### config.mk
export PLATFORM = sky130hd
export DESIGN_NAME = rx_line_buffer
export DESIGN_NICKNAME = d
export VERILOG_FILES = /design/src/rtl/uart_pkg.sv /design/src/rtl/line_ram.sv /design/src/rtl/rx_line_buffer.sv
export SDC_FILE = /design/constraint.sdc
export NUM_CORES = 1
export LEC_CHECK = 0
export CORE_MARGIN = 2
export CORE_UTILIZATION = 58
export DETAILED_ROUTE_END_ITERATION = 16
export HOLD_SLACK_MARGIN = 0.12
export PLACE_DENSITY_LB_ADDON = 0.3
export SYNTH_ARGS = -nofsm -noshare
export SYNTH_HDL_FRONTEND = slang
export SYNTH_SLANG_ARGS = --single-unit
export TNS_END_PERCENT = 50
### constraint.sdc
create_clock -name clk -period 2.7 [get_ports clk]
set_input_delay 0.405 -clock clk [delete_from_list [all_inputs] [get_ports clk]]
set_output_delay 0.405 -clock clk [all_outputs]
set_load 0.1 [all_outputs]
### src/rtl/uart_pkg.sv
// Shared UART definitions: control byte defaults and the rx line-buffer state
// encoding used by both the tx and rx paths.
package uart_pkg;

  localparam logic [7:0] UART_EOL = 8'h0D;
  localparam logic [7:0] UART_BS  = 8'h08;

  typedef enum logic [1:0] {
    RX_COLLECT = 2'd0,
    RX_HOLD    = 2'd1,
    RX_DISCARD = 2'd2
  } rx_state_t;

  typedef enum logic [1:0] {
    BYTE_DATA = 2'd0,
    BYTE_EOL  = 2'd1,
    BYTE_BS   = 2'd2
  } byte_class_t;

  function automatic byte_class_t classify_byte(input logic [7:0] b,
                                                input logic [7:0] eol,
                                                input logic [7:0] bs);
    if (b == eol) return BYTE_EOL;
    if (b == bs)  return BYTE_BS;
    return BYTE_DATA;
  endfunction

endpackage

### src/rtl/line_ram.sv
// Line storage: DEPTH x 8, one synchronous write port and one asynchronous
// read port so the consumer sees data on the same cycle it drives the index.
module line_ram #(
  parameter int DEPTH = 16,
  parameter int AW    = 4
) (
  input  logic          clk,
  input  logic          we,
  input  logic [AW-1:0] wr_addr,
  input  logic [7:0]    wr_data,
  input  logic [AW-1:0] rd_addr,
  output logic [7:0]    rd_data
);

  logic [7:0] mem [DEPTH];

  always_ff @(posedge clk) begin
    if (we) mem[wr_addr] <= wr_data;
  end

  assign rd_data = mem[rd_addr];

endmodule

### src/rtl/rx_line_buffer.sv
// Assembles received UART bytes into one line with backspace editing and echo,
// then holds the finished line until the consumer acknowledges it.
module rx_line_buffer
  import uart_pkg::*;
#(
  parameter int         DEPTH = 16,
  parameter logic [7:0] EOL   = UART_EOL,
  parameter logic [7:0] BS    = UART_BS
) (
  input  logic       clk,
  input  logic       rst,
  input  logic       rx_valid,
  input  logic [7:0] rx_byte,
  input  logic       echo_full,
  output logic       echo_wr,
  output logic [7:0] echo_byte,
  output logic       line_valid,
  output logic [4:0] line_len,
  input  logic [3:0] rd_addr,
  output logic [7:0] rd_data,
  input  logic       line_ack,
  output logic       overflow,
  output logic       drop
);

  localparam logic [4:0] DEPTH_C = 5'(DEPTH);

  rx_state_t   state_reg;
  logic [4:0]  count_reg;
  logic        line_valid_reg;
  logic [4:0]  line_len_reg;
  logic        echo_wr_reg;
  logic [7:0]  echo_byte_reg;
  logic        overflow_reg;
  logic        drop_reg;

  byte_class_t byte_class;
  logic        collecting;
  logic        has_room;
  logic        not_empty;
  logic        store;
  logic        echo_due;

  always_comb begin
    byte_class = classify_byte(rx_byte, EOL, BS);
    collecting = rx_valid && (state_reg == RX_COLLECT);
    has_room   = count_reg < DEPTH_C;
    not_empty  = count_reg != 5'd0;
    store      = collecting && (byte_class == BYTE_DATA) && has_room;
    // Echo only what actually changes the line: stored data, effective BS, accepted EOL.
    echo_due   = store ||
                 (collecting && (byte_class != BYTE_DATA) && not_empty);
  end

  always_ff @(posedge clk or negedge rst) begin
    if (!rst) begin
      state_reg      <= RX_COLLECT;
      count_reg      <= 5'd0;
      line_valid_reg <= 1'b0;
      line_len_reg   <= 5'd0;
      echo_wr_reg    <= 1'b0;
      echo_byte_reg  <= 8'h00;
      overflow_reg   <= 1'b0;
      drop_reg       <= 1'b0;
    end else begin
      echo_wr_reg  <= 1'b0;
      overflow_reg <= 1'b0;
      drop_reg     <= 1'b0;

      if (echo_due) begin
        if (echo_full) begin
          drop_reg <= 1'b1;
        end else begin
          echo_wr_reg   <= 1'b1;
          echo_byte_reg <= rx_byte;
        end
      end

      case (state_reg)
        RX_COLLECT: begin
          if (rx_valid) begin
            case (byte_class)
              BYTE_EOL: begin
                if (not_empty) begin
                  state_reg      <= RX_HOLD;
                  line_valid_reg <= 1'b1;
                  line_len_reg   <= count_reg;
                end
              end
              BYTE_BS: begin
                if (not_empty) count_reg <= count_reg - 5'd1;
              end
              default: begin
                if (has_room) begin
                  count_reg <= count_reg + 5'd1;
                end else begin
                  overflow_reg <= 1'b1;
                  state_reg    <= RX_DISCARD;
                end
              end
            endcase
          end
        end
        RX_HOLD: begin
          // A byte arriving while the line is held is always lost, even alongside an ack.
          if (rx_valid) drop_reg <= 1'b1;
          if (line_ack) begin
            state_reg      <= RX_COLLECT;
            count_reg      <= 5'd0;
            line_valid_reg <= 1'b0;
          end
        end
        RX_DISCARD: begin
          if (rx_valid && (byte_class == BYTE_EOL)) begin
            state_reg <= RX_COLLECT;
            count_reg <= 5'd0;
          end
        end
        default: begin
          state_reg <= RX_COLLECT;
          count_reg <= 5'd0;
        end
      endcase
    end
  end

  line_ram #(
    .DEPTH(DEPTH),
    .AW   (4)
  ) u_line_ram (
    .clk    (clk),
    .we     (store),
    .wr_addr(count_reg[3:0]),
    .wr_data(rx_byte),
    .rd_addr(rd_addr),
    .rd_data(rd_data)
  );

  assign echo_wr    = echo_wr_reg;
  assign echo_byte  = echo_byte_reg;
  assign line_valid = line_valid_reg;
  assign line_len   = line_len_reg;
  assign overflow   = overflow_reg;
  assign drop       = drop_reg;

endmodule

Word level (Yosys, flattened, before mapping)
Memory sizes are Yosys's and may differ from the RTL's. Cells that the tools add are included.

Equality and inequality tests: 17. Reduce and logical (&&, ||, !) cells: 18. Add/sub/neg operators: 2. Magnitude comparators: 1. Bitwise logic cells: 1. Mux-type cells: 38.

Operators by type and width (number): $mux 5 (5); $mux 1 (19); $mux 2 (9); $eq 8x4->1 const B (2); $pmux 5 s3 (1); $ne 2x2->1 const B (6); $reduce_and 6->1 (2); $pmux 5 s2 (1); $logic_and 1x1->1 (6); $ne 3x2->1 const B (2); $ne 3x3->1 const B (2); $pmux 2 s3 (1); $add 5x1->5 const B (1); $lt 5x5->1 const B (1); $reduce_and 5->1 (1); $reduce_bool 5->1 (1); $sub 5x1->5 const B (1); $eq 2x1->1 const B (2); $eq 2x2->1 const B (2); $logic_not 2->1 (2); $pmux 2 s2 (1); $reduce_and 4->1 (1); $reduce_bool 2->1 (2); $ne 2x1->1 const B (1); other kinds (5) (5).

Bits in writable memories: 128. Memories: 1. Bits in registers: 24. Logic and storage cells: 86. Output and inout port bits: 25.

Memories: u_line_ram.mem (depth 16, width 8, rd ports 1, clocked after Yosys merged registers in 0, write ports 1, line line_ram.sv:15) `logic [7:0] mem [DEPTH];`.

Logic depth before layout (Yosys ltp)
Gate-level depths: netlist (run 1).

Depth after elaboration: 12. Mapped depth: 8. Depth with buffers taken out: 8.

Hierarchy
Synthesis (run 1) repeated with hierarchy kept, for this count alone.

Cell total of the unflattened synthesis: 332. Area, all modules: 6284.8 µm².

Modules (own cells, without submodules): line_ram (area an instance 4987.3 µm², cells an instance 221, instances 1); rx_line_buffer (area an instance 1297.5 µm², cells an instance 111, instances 1).

Least setup slack after synthesis (run 1)
No wires, ideal clock.

Path kind: input to register. From: in rx_byte[1]. To: reg count_reg[4]. Path slack: 0.072 ns. Library setup time: 0.124 ns. Required time: 2.576 ns. Buffers on the path: 0. Stages: 8. Arrival: 2.504 ns. Cells stage by stage: or4b_4 > nor4b_4 > ha_1 > a21o_1 > a21oi_1 > xor2_1 > nor3b_1 > a211o_1.

Cells in the longest elaborated chain, start to end: 9. Elaborated cells on any way between the ends: 19. Classes of those cells: 8 x eq/ne; 9 x mux; 2 x reduce/logical.

RTL lines: start: declaration (line rx_line_buffer.sv:13) `input logic [7:0] rx_byte,`; $eq 8x4->1 (line uart_pkg.sv:24) `if (b == bs) return BYTE_BS;`; $mux 1 (2 in a row) (line uart_pkg.sv:24); $mux 2 (line uart_pkg.sv:25) `return BYTE_DATA;`; $mux 2 (*) (line uart_pkg.sv:24); $eq 2x2->1 or $eq 2x1->1 (tied branches) (line rx_line_buffer.sv:82, rx_line_buffer.sv:114); $pmux 5 s2 or $logic_and 1x1->1 (tied branches) (line rx_line_buffer.sv:82, rx_line_buffer.sv:114); $mux 5 or $ne 2x2->1 (tied branches); $pmux 5 s3 or $reduce_and 6->1 (tied branches); end signal: assignment (line rx_line_buffer.sv:91) `if (not_empty) count_reg <= count_reg - 5'd1;`; end signal: assignment (line rx_line_buffer.sv:95) `count_reg <= count_reg + 5'd1;`; end: declaration (line rx_line_buffer.sv:29) `logic [4:0] count_reg;`.

Every way passes the cells marked *; elsewhere a longest branch is shown, timed or not. The select of a mux whose other input is x is not followed. A chain may end at the register's enable or synchronous reset.

Worst setup path in the final report (run 1)
From: reg state_reg[1]. To: mem u_line_ram.mem[6][5] (enable).

Cells in the longest elaborated chain, start to end: 6.

RTL lines: start: declaration (line rx_line_buffer.sv:28) `rx_state_t state_reg;`; start signal: assignment (line rx_line_buffer.sv:57) `state_reg <= RX_COLLECT;`; start signal: assignment (line rx_line_buffer.sv:85) `state_reg <= RX_HOLD;`; start signal: assignment (line rx_line_buffer.sv:98) `state_reg <= RX_DISCARD;`; $logic_not 2->1 (line rx_line_buffer.sv:46) `collecting = rx_valid && (state_reg == RX_COLLECT);`; $logic_and 1x1->1 (line rx_line_buffer.sv:46); $logic_and 1x1->1 (2 in a row) (line rx_line_buffer.sv:49) `store = collecting && (byte_class == BYTE_DATA) && has_room;`; $mux 1 (line line_ram.sv:18) `if (we) mem[wr_addr] <= wr_data;`; $mux 1 (implied by the code) (line line_ram.sv:18); end: declaration (line line_ram.sv:15).

Every way passes these cells.

==> impl_metrics.py, run 1 <==
metrics = {
    "timing": {
        "grt_setup_unrepaired": "yes",
        "hold_viol": 0,
        "clock_skew_ns": 0.007936,
        "setup_viol": 0,
        "relSlewSlack": 0.3641,
        "worst_slew_pin_slew_ns": 0.9503,
        "timing.final.max_slew_violations": 0,
        "fin_tns_setup_ns": 0,
        "finalCritPeriodShare": 0.9650,
        "fin_crit_ns": 2.606,
        "fmax_ghz": 0.3838,
    },
    "floorplan": {
        "core_um2": 10280,
        "die_h_um": 106.9,
        "die_w_um": 106.9,
        "io_pins": 42,
        "fp-row-count": 37,
        "start_util": 0.5972,
        "die_area_um2": 11420,
    },
    "pwr": {
        "powerDensity_nw_per_um2": 839.0,
        "ir_drop_v": 0.0008825,
        "leakagePower_nw": 2.753,
    },
    "synth": {
        "seq_area_frac_synth": 0.7242,
        "ys_warn_count": 0,
        "synth-edff-count": 128,
        "syn-cell-area_um2": 6137,
        "syn_inst": 305,
        "ys.flop_type": "edfxtp_1",
        "syn_nets": 327,
        "postSynth.asyncResetShare": 0.1579,
        "synth_seq_cells": 152,
        "ys_types": 44,
        "avgSynthCellArea_um2": 20.12,
    },
    "clock_network": {
        "h-tree-depth": 4,
        "cts_tree": "built",
        "clock-sinks": 152,
        "cts_setup_buffers": 0,
        "root_buffer": "clkbuf_8",
        "clk_path_buf_depth": 2,
        "ctsHoldBuffers": 0,
        "clk_latency_ns": 0.53,
        "cts_inserted_buffers": 17,
        "cts.clk_slew.worst_paths_ns": 0.06,
        "ctsResizeCount": 0,
    },
    "final_layout": {
        "largest_reg_flops": 128,
        "n_antenna_cell": 0,
        "design_area_um2": 7642,
        "drive_above_1_share": 0.3805,
        "layout.cells.non_filler": 546,
        "nNetsFinal": 419,
        "area_growth_pct": 24.53,
    },
    "grt": {
        "grt_usage": 0.2641,
        "grt_antenna_before_repair": 0,
        "grt_pass1_vias": 3491,
        "overflow": 0,
        "grt_max_degree": 25,
        "grt_first_pass_wirelength_um": 21180,
    },
    "critical_path": {
        "cp_slowest_cell": "nor2_1",
        "worstReg2RegEnd": "u_line_ram.mem[6][5]",
        "crit_required_ns": 2.85,
        "critPathTopFamily": "simple AND/OR/NAND/NOR gates",
        "crit_path_max_incr_delay_ns": 0.70,
        "reg2regPathDepth": 6,
        "worst-path-max-fanout": 8,
        "path_buf_inv": 1,
        "critPathCaptureType": "flop",
        "cp_cell_sequence": "or3b_2, a31oi_1, and2_1, buf_4, nand3b_1, nor2_1",
        "r2r_start": "state_reg[1]",
        "critPathKind": "reg2reg",
        "cp.depth": 6,
        "arrival_ns": 2.76,
        "start_kind": "flop",
        "reg2reg_setup_slack_ns": 0.09,
    },
    "placed_design": {
        "gp_congestion": 0.9000,
        "port-buffer-count": 41,
        "dp_cells": 514,
        "dpl.hpwl_um": 8918,
        "place_area_um2": 7084,
    },
    "routing": {
        "avgRoutedWirePerCell_um": 25.15,
        "drtIter0Drc": 357,
        "firstDrtPassIters": 5,
        "drt-vias-per-instance": 6.233,
        "vias": 3403,
        "postRouteAntennaNets": 0,
        "drt_drc_violations_left": 0,
        "drt-total-wl_um": 13730,
    },
    "flow_run": {
        "drv_cap": 0,
    },
    "worst_hold_path": {
        "hold_class": "in2async",
    },
    "status": {
        "status": "finished, final reports clean",
    },
}
[report_power, final]
group	internal [mW]	switching, mW
clock	1.30	0.890
combinational	0.451	0.962
sequential	2.67	0.137
[cell families after synthesis]
family | after synthesis | share of synthesized area
adder cells (fa/ha/maj) | 5 | 0.01142
buffers and inverters | 15 | 0.01142
flip-flops | 152 | 0.7242
AO/OA/AOI/OAI | 23 | 0.02752
XOR/XNOR | 4 | 0.005710
AND/OR/NAND/NOR | 54 | 0.05097
multiplexers | 52 | 0.1688
[worst max path at each step]
stage / startpoint / end / slack (ns)
6_report: state_reg[1] / u_line_ram.mem[6][5] / 0.09
5_1_grt: state_reg[1] / u_line_ram.mem[7][2] / -0.08
4_1_cts: rd_addr[1] / rd_data[7] / 0.009
3_5_place_dp: rx_byte[1] / count_reg[4] / -0.38
3_3_place_gp: rx_byte[3] / count_reg[4] / -0.31
2_1_floorplan: rx_byte[1] / count_reg[4] / 0.07
[Yosys cell counts (2+ instances only)]
library cell	n	share of area
clkbuf_1	6	0.0037
edfxtp_1	128	0.63
buf_1	2	0.0012
dfrtp_1	24	0.098
nand2_1	7	0.0043
xor2_1	3	0.0043
and2_1	4	0.0041
nand2b_1	3	0.0031
nand3_1	4	0.0033
a21oi_1	5	0.0041
and3_1	2	0.0020
or3_1	2	0.0020
nor2_1	15	0.0092
mux2_1	2	0.0037
inv_1	3	0.0018
nor3b_1	3	0.0037
buf_2	3	0.0024
a32o_2	3	0.0055
mux4_2	40	0.15
nor3_1	4	0.0033
o21ai_0	3	0.0024
ha_1	4	0.0082
nand3b_1	2	0.0024
a31oi_1	3	0.0031
mux2_2	10	0.018
a21o_1	2	0.0024
[layout make-up]
class	count	area, um^2
Fill cell	616	2635
Inverter	3	11.26
Sequential cell	152	4444
Tap cell	136	170.2
Clock inverter	14	132.6
Timing Repair Buffer	85	838.3
Multi-Input combinational cell	138	1628
Clock buffer	18	417.9
[layout by cell type, fill, tap and decap left out, drive strengths merged, types with 4 or more instances in the layout]
| cell type | Yosys | routed |
|---|---|---|
| a21oi | 5 | 5 |
| a32o | 4 | 4 |
| and2 | 4 | 4 |
| buf | 5 | 70 |
| clkbuf | 7 | 18 |
| clkdlybuf4s50 | 0 | 14 |
| clkinv | 0 | 7 |
| clkinvlp | 0 | 4 |
| dfrtp | 24 | 24 |
| edfxtp | 128 | 128 |
| ha | 4 | 4 |
| inv | 3 | 4 |
| mux2 | 12 | 12 |
| mux4 | 40 | 40 |
| nand2 | 8 | 8 |
| nand3 | 4 | 4 |
| nor2 | 15 | 15 |
| nor3 | 5 | 5 |
[stage by stage]
stage | worst slack, ns | util | power (mW) | hold slack (ns)
floorplan | 0.07212 | - | 3.792 | 0.1094
global placement | -0.3136 | 0.6893 | 4.234 | 0.4682
detailed placement | -0.3818 | 0.6893 | 4.258 | 0.4793
CTS | 0.009311 | 0.7429 | 6.436 | 0.2282
global route | -0.08242 | 0.7436 | 6.608 | 0.2638
finish | 0.09437 | 0.7436 | 6.412 | 0.2349
[per-layer routing]
layer  vias up  wire length, um  global-route usage
li1       1439                -                   -
met1      1781             5269              0.3463
met5         -                0                   0
met4         0              142             0.07050
met3        18              882             0.05897
met2       165             7437              0.4531
[worst reg2reg max path, stage by stage (launching register included)]
cell and delay (ns):
dfrtp_1 0.38, or3b_2 0.49, a31oi_1 0.19, and2_1 0.18
buf_4 0.12, nand3b_1 0.18, nor2_1 0.70
(Power assumes the default switching activity.)
==> run 2: changes to the inputs <==
- ABC_AREA: not set -> 1
- CORE_UTILIZATION: 58 -> 59
==> run 2 against run 1 <==
Against the previous run:
- wire length up 12%
- die area up 2.8%
- first-iteration DRC count up 38%
- largest power group unchanged
- cell count up 41%
==> impl_metrics.py, run 2 <==
metrics = {
    "pwr": {
        "ir_drop_v": 0.0006557,
        "leakagePower_nw": 2.978,
        "powerDensity_nw_per_um2": 774.8,
        "total_power_mw": 6.023,
    },
    "grt": {
        "grt_usage": 0.2857,
        "grt_pass1_vias": 4536,
        "overflow": 0,
        "grt_max_degree": 65,
        "grt_first_pass_wirelength_um": 24470,
        "grt_antenna_before_repair": 0,
    },
    "floorplan": {
        "die_h_um": 108.3,
        "die_area_um2": 11740,
        "fp-row-count": 38,
        "core_um2": 10750,
        "start_util": 0.5977,
        "die_w_um": 108.3,
        "io_pins": 42,
    },
    "clock_network": {
        "ctsHoldBuffers": 0,
        "root_buffer": "clkbuf_8",
        "ctsResizeCount": 0,
        "clk_path_buf_depth": 2,
        "h-tree-depth": 4,
        "cts.clk_slew.worst_paths_ns": 0.06,
        "clk_latency_ns": 0.52,
        "cts_setup_buffers": 0,
        "clock-sinks": 152,
        "cts_tree": "built",
        "cts_inserted_buffers": 17,
    },
    "synth": {
        "ys_warn_count": 0,
        "syn_nets": 568,
        "ys_types": 31,
        "synth-edff-count": 128,
        "synth_area_leader_cell": "edfxtp_1",
        "avgSynthCellArea_um2": 11.76,
        "netlist_top_cells_area": "edfxtp_1, dfrtp_1, o21ai_0, nor2_1, nand2_1",
        "syn_inst": 546,
        "synth_top_area_share": 0.5985,
        "synth_seq_cells": 152,
        "postSynth.asyncResetShare": 0.1579,
        "synthTopCellsByCount": "edfxtp_1, nor2_1, o21ai_0",
        "syn-cell-area_um2": 6422,
        "yosysMostFrequentCell": "edfxtp_1",
        "ys.flop_type": "edfxtp_1",
        "seq_area_frac_synth": 0.6920,
    },
    "final_layout": {
        "layout.cells.non_filler": 770,
        "fill_cells": 726,
        "nNetsFinal": 639,
        "post-route-util": 0.7235,
        "drive_above_1_share": 0.1730,
        "layout_commonest_cell": "edfxtp_1",
        "largest_reg_flops": 128,
        "design_area_um2": 7774,
        "area_growth_pct": 21.04,
        "layout_common_cells": "edfxtp_1, nor2_1, o21ai_0, nand2_1, buf_4",
        "n_antenna_cell": 0,
    },
    "timing": {
        "fin_crit_ns": 2.555,
        "hold_viol": 0,
        "fmax_ghz": 0.3914,
        "timing.final.max_slew_violations": 0,
        "clock_skew_ns": 0.01012,
        "timing.final.ws_setup_ns": 0.1448,
        "grt_setup_unrepaired": "no",
        "holdWs_ns": 0.2405,
        "setup_viol": 0,
        "finalCritPeriodShare": 0.9464,
        "relSlewSlack": 0.5578,
        "fin_tns_setup_ns": 0,
        "worst_slew_pin_slew_ns": 0.6609,
    },
    "worst_hold_path": {
        "hold_class": "in2async",
    },
    "critical_path": {
        "cp.depth": 7,
        "crit_required_ns": 2.30,
        "r2r_start": "state_reg[0]",
        "cp_cell_sequence": "clkdlybuf4s50_1, buf_4, o21ai_0, o22ai_1, o211ai_1, nand2_1, buf_12",
        "crit_path_max_incr_delay_ns": 0.51,
        "worstReg2RegEnd": "u_line_ram.mem[0][2]",
        "reg2regPathDepth": 5,
        "reg2reg_setup_slack_ns": 0.75,
        "start_kind": "input pin",
        "critPathKind": "in2out",
        "cp_slowest_cell": "clkdlybuf4s50_1",
        "worst-path-max-fanout": 26,
        "endpoint": "rd_data[7]",
        "startpoint": "rd_addr[1]",
        "arrival_ns": 2.15,
        "critPathCaptureType": "primary output",
        "critPathTopFamily": "buffers and inverters",
        "path_buf_inv": 3,
    },
    "placed_design": {
        "post-place-ws_ns": 0.04885,
        "gp_congestion": 0.9084,
        "port-buffer-count": 41,
        "dpl.hpwl_um": 9774,
        "dp_cells": 738,
        "place_area_um2": 7222,
    },
    "routing": {
        "avgRoutedWirePerCell_um": 20.00,
        "firstDrtPassIters": 5,
        "drt-vias-per-instance": 5.923,
        "vias": 4561,
        "drt_drc_violations_left": 0,
        "drtIter0Drc": 494,
        "drt-total-wl_um": 15400,
        "postRouteAntennaNets": 0,
    },
    "flow_run": {
        "drv_cap": 0,
    },
    "status": {
        "status": "finished, final reports clean",
    },
}
run 2: changes by cell type after synthesis, moves of 10 or more:
cell      delta
inv_1       +24
o211ai_1    +13
nor2_1      +85
o221ai_1    +19
mux4_2      -40
nand2_1     +62
o21ai_0     +73
mux2_2      -10
nand3_1     +21
run 2: per-layer routing:
| layer | GRT usage | wire length (um) | up-vias |
|---|---|---|---|
| li1 | - | - | 2096 |
| met3 | 0.06631 | 1195 | 32 |
| met4 | 0.1181 | 452 | 0 |
| met1 | 0.3866 | 6130 | 2218 |
| met2 | 0.4515 | 7623 | 215 |
| met5 | 0 | 0 | - |
run 2: final cells by class:
class                   count  area, um^2  area share
clock buffers              19       421.7     0.05424
clock inverters            13       130.1     0.01674
inverters                  31       118.9     0.01529
multi-input cells         339        1753      0.2255
flip-flops and latches    152        4444      0.5717
well taps                 140       175.2     0.02253
repair buffers             76       730.7     0.09400
run 2: how the worst min path moves through the flow:
| stage | from | endpoint | cells past startpoint |
|---|---|---|---|
| detailed placement | echo_byte[3] | echo_byte[3] | 2 |
| finish | rst | line_len[4] | 2 |
| CTS | rst | line_len[4] | 2 |
| floorplan | rst | count_reg[0] | 0 |
| global route | rst | echo_byte[6] | 2 |
| global placement | echo_byte[0] | echo_byte[0] | 2 |
run 2: logic make-up after synthesis:
kind of cell / synth area share
AND/OR/NAND/NOR: 0.1504
adder cells (fa/ha/maj): 0.01091
buffers and inverters: 0.03507
flip-flops: 0.6920
AO/OA/AOI/OAI: 0.1116
run 2: where the power goes:
group	switching (mW)	total (mW)	internal, mW
clock network	0.888	2.19	1.31
registers	0.0819	2.75	2.67
logic	0.794	1.08	0.284
